File: config.mk
export PLATFORM = sky130hd
export DESIGN_NAME = stream_nor_deser
export DESIGN_NICKNAME = d
export VERILOG_FILES = /design/src/rtl/stream_nor_deser_pkg.sv /design/src/rtl/stream_nor_deser_nor.sv /design/src/rtl/stream_nor_deser.sv
export SDC_FILE = /design/constraint.sdc
export NUM_CORES = 1
export LEC_CHECK = 0
export CORE_AREA = 5 5 42 44
export CTS_BUF_LIST = sky130_fd_sc_hd__clkbuf_8
export CTS_CLUSTER_SIZE = 25
export DETAILED_ROUTE_END_ITERATION = 8
export DIE_AREA = 0 0 47 49
export PLACE_DENSITY = 0.59
export SYNTH_ARGS = -nofsm -noshare
export SYNTH_HDL_FRONTEND = slang
export SYNTH_SLANG_ARGS = --single-unit
File: constraint.sdc
create_clock -name clk -period 1.25 [get_ports clk]
set_input_delay 0.25 -clock clk [delete_from_list [all_inputs] [get_ports clk]]
set_output_delay 0.25 -clock clk [all_outputs]
set_load 0.01 [all_outputs]
File: src/rtl/stream_nor_deser_pkg.sv
// Shared state encoding and helpers for the bit-serial NOR receiver.
`ifndef STREAM_NOR_DESER_DEFS
`define STREAM_NOR_DESER_DEFS
`define SND_COLLECT 1'b0
`define SND_DONE    1'b1
`endif

package stream_nor_deser_pkg;

    typedef enum logic {
        ST_COLLECT = `SND_COLLECT,
        ST_DONE    = `SND_DONE
    } state_t;

    // A counter of at least one bit, even for single-bit words.
    function automatic int cnt_width(input int way);
        return $clog2(way > 1 ? way : 2);
    endfunction

endpackage

File: src/rtl/stream_nor_deser_nor.sv
// NOR reduction of a WAY-bit word, as an explicit OR chain or as a reduction operator.
module serial_nor #(
    parameter int WAY        = 3,
    parameter bit BEHAVIORAL = 0
) (
    input  logic [WAY-1:0] a,
    output logic           y
);

    if (BEHAVIORAL) begin : g_beh
        assign y = ~|a;
    end else begin : g_gate
        for (genvar i = 0; i < WAY; i++) begin : g_or
            logic acc;
            if (i == 0) begin : g_first
                assign acc = a[0];
            end else begin : g_next
                assign acc = g_or[i-1].acc | a[i];
            end
        end
        assign y = ~g_or[WAY-1].acc;
    end

endmodule

File: src/rtl/stream_nor_deser.sv
// Bit-serial receiver: rebuilds a WAY-bit word LSB first and presents it with its NOR.
module stream_nor_deser
    import stream_nor_deser_pkg::*;
#(
    parameter int WAY        = 3,
    parameter bit BEHAVIORAL = 0
) (
    input  logic           clk,
    input  logic           reset,
    input  logic           clear,
    input  logic           in_valid,
    output logic           in_ready,
    input  logic           in_bit,
    output logic           out_valid,
    input  logic           out_ready,
    output logic           out,
    output logic [WAY-1:0] out_word
);

    localparam int            CW   = cnt_width(WAY);
    localparam logic [CW-1:0] LAST = CW'(WAY - 1);

    state_t          state, state_n;
    logic [CW-1:0]   cnt, cnt_n;
    logic [WAY-1:0]  word, word_n;
    logic            accept, load, nor_w;

    assign in_ready  = (state == ST_COLLECT) | out_ready;
    assign out_valid = (state == ST_DONE);
    assign accept    = in_valid & in_ready & ~clear;
    assign out_word  = word;

    always_comb begin
        word_n = word;
        if (accept)
            word_n[cnt] = in_bit;
    end

    always_comb begin
        state_n = state;
        cnt_n   = cnt;
        load    = 1'b0;
        case (state)
            ST_COLLECT: begin
                if (accept) begin
                    if (cnt == LAST) begin
                        state_n = ST_DONE;
                        cnt_n   = '0;
                        load    = 1'b1;
                    end else begin
                        cnt_n = cnt + 1'b1;
                    end
                end
            end
            ST_DONE: begin
                if (out_ready) begin
                    if (!accept) begin
                        state_n = ST_COLLECT;
                        cnt_n   = '0;
                    end else if (WAY == 1) begin
                        // Single-bit words complete on every accepted bit.
                        state_n = ST_DONE;
                        cnt_n   = '0;
                        load    = 1'b1;
                    end else begin
                        state_n = ST_COLLECT;
                        cnt_n   = CW'(1);
                    end
                end
            end
            default: begin
                state_n = ST_COLLECT;
                cnt_n   = '0;
            end
        endcase
        if (clear) begin
            state_n = ST_COLLECT;
            cnt_n   = '0;
            load    = 1'b0;
        end
    end

    // Reduction sees the word including the bit landing this cycle.
    serial_nor #(
        .WAY        (WAY),
        .BEHAVIORAL (BEHAVIORAL)
    ) u_nor (
        .a (word_n),
        .y (nor_w)
    );

    always_ff @(posedge clk) begin
        if (reset) begin
            state <= ST_COLLECT;
            cnt   <= '0;
            word  <= '0;
            out   <= 1'b0;
        end else begin
            state <= state_n;
            cnt   <= cnt_n;
            word  <= word_n;
            if (load)
                out <= nor_w;
        end
    end

endmodule
==> flow_metrics.tcl, run 1 <==
set metrics [dict create \
    hold_path.class "input pin to register" \
    initial_core_util_pct 27.9 \
    crit_buf_inv 1 \
    path_clk_slew_ps 40 \
    critPathTopFamily "flip-flops" \
    drt-pass1-iter-count 3 \
    grt-ovfl-total 0 \
    yosys_register_bits 7 \
    power_density_mw_per_mm2 955 \
    routedWlPerCell_microns 12.3 \
    start_kind "register" \
    num_rows 14 \
    pre_cts_ws_ps -364 \
    p_int_uw 491 \
    die_h_microns 49 \
    met1_length_microns 468 \
    r2r_setup_slack_ps 70 \
    avgViaCountPerCell 4.99 \
    path_class "register to output pin" \
    grt_max_degree 8 \
    cts_tree "built" \
    crit_slowest_cell "dfxtp_4" \
    antenna_cells 0 \
    slew_violations 0 \
    clock-root-buffer "clkbuf_8" \
    portBuffers 11 \
    max_slew_margin_pct 82.4 \
    syn_area_sq_um 390 \
    pwr-share-seq_pct 37.3 \
    synthMuxAreaShare_pct 7.69 \
    layout_min_cycle_time_ps 1190 \
    drt-initial-drc-count 6 \
    track_usage_pct 11.2 \
    slowest_delay_ps 370 \
    fin_setup_tns_ps 0 \
    hold_path_depth 4 \
    crit_path_end_kind "output pin" \
    min_to "out_word[1]" \
    routed-wl-met2_microns 499 \
    r2r_cells 5 \
    syn2layout_area_growth_pct 69.2 \
    syn-num-nets 49 \
    gp_congestion 0.731 \
    finalSetupViolCount 0 \
    crit_chain "nand2b_4 > dlygate4sd2_1" \
    drt_wl_total_microns 1020 \
    clock_path_buffers 2 \
    io_pins 12 \
    swShare_pct 22.1 \
    peakVddDrop_uv 887 \
    synthAdderAreaFrac_pct 0 \
    fmax_mhz 838 \
    skew_ps 0.660 \
    cts_buffers 3 \
    drive_gt1_share_pct 37.3 \
    final_util_pct 47.1 \
    combPwrFrac_pct 13.4 \
    dpl.cell_count 77 \
    final.setup.worst_slack_ps 56.7 \
    hold_ws_ps 451 \
    crit_fanout 5 \
    crit_arrival_ps 940 \
    hpwl_microns 715 \
    ant_nets 0 \
    drc 0 \
    num_vias 414 \
    reg2reg_to "out" \
    top_layer "met4" \
    synthXorXnorAreaFrac_pct 0 \
    worst_pin_slew_ps 263 \
    die_x_microns 47 \
    synth_compound_area_share_pct 17.9 \
    die_area_sq_mm 0.00230 \
    min_from "in_bit" \
    yosys.area_share.simple_pct 33.7 \
    route.met3.wl_microns 23 \
    grt_pass1_vias 447 \
    syn_area_per_cell_sq_um 9.08 \
    cts_sinks 7 \
    p_switching_uw 140 \
    timing.rr.start "out_valid" \
    grt_pass1_wl_microns 1850 \
    synthCells 43 \
    max-cap-violations 0 \
    rsz0062_at_grt "false" \
    finalHoldViolations 0 \
    fin_nets 74 \
    instances_no_fill 83 \
    fin_crit_sh_pct 95.5 \
    antenna_found_initial 0 \
    power_frac_clock_pct 49.3 \
    status "finished, final reports clean" \
    ctsHtreeMaxLevel 1 \
    yosysSeqAreaShare_pct 35.9 \
    synth_top_family_by_area "simple AND/OR/NAND/NOR gates" \
    core_area_sq_mm 0.00140 \
    p_leak_nw 0.323 \
    cp.required_ps 1000 \
    yosysUniqueCellTypes 24 \
    yosys_warnings 0 \
    clock_latency_ps 230 \
]
==> placed cells by master, fill, tap and decap left out, drive strengths merged, types with 2 or more instances in the layout <==
cell type	Yosys	layout
a211o	2	2
buf	2	11
clkbuf	0	3
dfxtp	7	7
dlygate4sd2	0	9
mux2i	3	3
nand3	3	3
nor2	7	7
nor2b	3	3
o21ai	3	3
==> layout make-up <==
cell class / instances / area (sq um)
clock inverter: 1 / 3.75
tap: 16 / 20.0
timing repair buffer: 22 / 189
sequential: 7 / 146
fill: 152 / 741
clock buffer: 3 / 41.3
multi-input combinational: 34 / 260
==> per-layer routing <==
| metal | track usage [%] | vias to the layer above |
|---|---|---|
| li1 | - | 209 |
| met1 | 13.8 | 195 |
| met2 | 16.5 | 7 |
| met3 | 3.32 | 3 |
| met4 | 6.91 | 0 |
| met5 | 0 | - |
==> how the worst max path moves through the flow <==
stage | startpoint | slack (ps) | cells past startpoint | endpoint
floorplan | out_valid | 50 | 5 | out
global placement | out_ready | -360 | 3 | in_ready
detailed placement | in_valid | -360 | 6 | out
CTS | in_bit | 20 | 5 | out
global route | out_valid | 9 | 5 | out
finish | out_valid | 60 | 2 | in_ready
==> worst register-to-register path: cells and delay by family (launching register included) <==
family                 cells  cell delay, ps
DFF                        1             370
AOI/OAI and AO/OA          2             350
and+or+nand+nor            2             270
buffers and inverters      1             130
==> power groups by stage <==
stage / sequential, mW / clock [mW] / combinational [mW]
6_report: 0.235 / 0.311 / 0.0844
4_1_cts: 0.236 / 0.326 / 0.0828
3_5_place_dp: 0.240 / 0 / 0.0814
5_1_grt: 0.237 / 0.343 / 0.0922
2_1_floorplan: 0.240 / 0 / 0.0353
3_3_place_gp: 0.240 / 0 / 0.0815
==> kinds of logic after synthesis <==
kind of cell    count (synthesis)
flops                           7
simple gates                   22
mux                             3
compound gates                  9
buf+inv                         2
==> Yosys cell counts <==
cell type	count	area share, %
nand2b_1	1	1.6
nand3b_1	1	1.9
nor2b_1	2	3.2
o211a_1	1	2.6
o21ai_0	2	2.6
dfxtp_1	7	36
a21boi_0	1	1.9
nor4b_1	1	2.2
buf_4	1	1.9
nor2_1	7	6.7
nand4bb_1	1	2.9
nand4b_1	1	2.2
nor3_1	1	1.3
nand3_1	3	3.8
a21oi_1	1	1.3
a211o_1	2	4.5
mux2i_1	3	7.7
buf_6	1	2.9
nand4_1	1	1.6
and4_1	1	2.2
nor2b_2	1	2.2
o21ai_2	1	2.2
o221a_2	1	2.9
and2_1	1	1.6
==> what timing repair did <==
item / in CTS / in global routing
gates resized for setup: 16 / 6
pin swaps: 2 / 2
buffers inserted: 1 / 0
hold buffers: 0 / 0
cloned: 1 / 0
endpoints found under the setup margin: 9 / 3
==> per-stage QoR <==
step	power (mW)	instance area, sq um
after floorplan	0.276	390
after global placement	0.321	569
after detailed placement	0.321	569
after CTS	0.645	644
after global routing	0.672	661
final	0.631	661
==> flip-flops by register name, indices dropped and copies added (netlist names) <==
register and flops:
out 1, out_word 3, cnt 2, out_valid 1
Power figures use the tool's default switching activity.
==> run 2: changes to the inputs <==
- clock period: 1.25 -> 1.4 ns (I/O delays scaled with it)
==> run 2 against run 1 <==
- die area unchanged
- setup slack improved by 1.2 ps
- cell count down 2.4%
- global-route usage decreased by 0.94 points
- hold slack better by 34 ps
- largest cell class unchanged
- sequential cell count unchanged
==> flow_metrics.tcl, run 2 (synthesized netlist as in run 1, its figures left out) <==
set metrics [dict create \
    status "finished, final reports clean" \
    cts_sinks 7 \
    fin_crit_sh_pct 95.9 \
    crit_fanout 9 \
    drt-initial-drc-count 7 \
    ant_nets 0 \
    worst_pin_slew_ps 230 \
    start_kind "input pin" \
    layout_min_cycle_time_ps 1340 \
    grt_pass1_vias 391 \
    max_slew_margin_pct 84.5 \
    hold_path.class "register to register" \
    crit_path_end_kind "register" \
    peakVddDrop_uv 515 \
    max-cap-violations 0 \
    grt_pass1_wl_microns 1670 \
    fin_nets 72 \
    gp_congestion 0.706 \
    initial_core_util_pct 27.9 \
    drt_wl_total_microns 1010 \
    cp.required_ps 1560 \
    path_class "input pin to register" \
    grt_max_degree 10 \
    finalSetupViolCount 0 \
    largest_reg_flops 3 \
    final_util_pct 45.4 \
    die_x_microns 47 \
    antenna_cells 0 \
    avgViaCountPerCell 4.81 \
    drive_gt1_share_pct 29.2 \
    die_area_sq_mm 0.00230 \
    num_vias 390 \
    clock_latency_ps 230 \
    slew_violations 0 \
    hpwl_microns 708 \
    ctsHtreeMaxLevel 1 \
    final_common_cell "buf_4" \
    drt-pass1-iter-count 3 \
    cts-hold-fix-buffers 0 \
    cts_tree "built" \
    drc 0 \
    fmax_mhz 745 \
    path_clk_slew_ps 40 \
    finalInstanceArea_sq_um 637 \
    grt-ovfl-total 0 \
    syn2layout_area_growth_pct 63.1 \
    clock_path_buffers 2 \
    core_area_sq_mm 0.00140 \
    hold_ws_ps 485 \
    p_leak_nw 0.336 \
    num_rows 14 \
    track_usage_pct 10.3 \
    die_h_microns 49 \
    skew_ps 4.99 \
    portBuffers 11 \
    place_area_sq_um 569 \
    layout_common_cells "8 x buf_4, 7 x nor2_1, 7 x dfxtp_1, 4 x dlygate4sd2_1" \
    cts_buffers 3 \
    antenna_found_initial 0 \
    crit_arrival_ps 1500 \
    routedWlPerCell_microns 12.5 \
    finalHoldViolations 0 \
    io_pins 12 \
    power_density_mw_per_mm2 897 \
    clock-root-buffer "clkbuf_8" \
]
==> run 2: cell types whose count changed in the layout (fill, tap and decap cells not counted), sizes merged <==
cell / change
buf: -2
dlymetal6s2s: +2
clkdlybuf4s50: +2
clkbuf: +1
dlygate4sd2: -5
==> run 2: metal layers <==
layer | wire length, microns | global-route usage, %
met1 | 456 | 12.4
met2 | 494 | 13.3
met3 | 47 | 7.01
met4 | 12 | 5.53
met5 | 0 | 0
==> run 2: what timing repair did <==
| action | CTS | global route |
|---|---|---|
| pin swaps | 0 | 0 |
| resized for setup | 7 | 8 |
| buffers inserted | 0 | 0 |
| setup endpoints to repair | 5 | 5 |
==> run 2: critical path: stages <==
cell and delay, ps:
clkdlybuf4s50_1 410, nand2b_4 150, buf_6 130, a211o_1 260, and4_4 150, o21ai_2 120
==> run 2: final cells by class <==
class,instances,area (sq um)
multi-input cells,34,253
well taps,16,20.0
flip-flops and latches,7,140
repair buffers,20,179
clock buffers,3,41.3
fillers,143,764
clock inverters,1,3.75
==> run 2: worst paths after layout <==
check,startpoint,endpoint,slack [ps],cells after the start
min,out,out,480,2
min reg2reg,out,out,480,2
max,out_ready,out,60,6
max reg2reg,out_valid,out,160,5
==> run 2: power by group <==
part | internal, mW | total [mW] | switching (mW)
combinational | 0.0474 | 0.0768 | 0.0294
clock | 0.190 | 0.283 | 0.0933
sequential | 0.205 | 0.211 | 0.00580
==> run 2: per-stage QoR <==
stage / TNS [ps] / std cells / total power [mW] / worst slack [ps]
after global placement: -1190 / 77 / 0.289 / -267
after detailed placement: -1240 / 77 / 0.289 / -265
after CTS: 0 / 81 / 0.579 / 0.526
after floorplan: 0 / 43 / 0.246 / 202
after global routing: -7.58 / 81 / 0.605 / -7.58
final: 0 / 81 / 0.571 / 57.9
==> run 3: changes to the inputs <==
- CAP_MARGIN: default -> 10
==> results of run 3 <==
Final layout, timing and power as in run 2 (identical DEF).
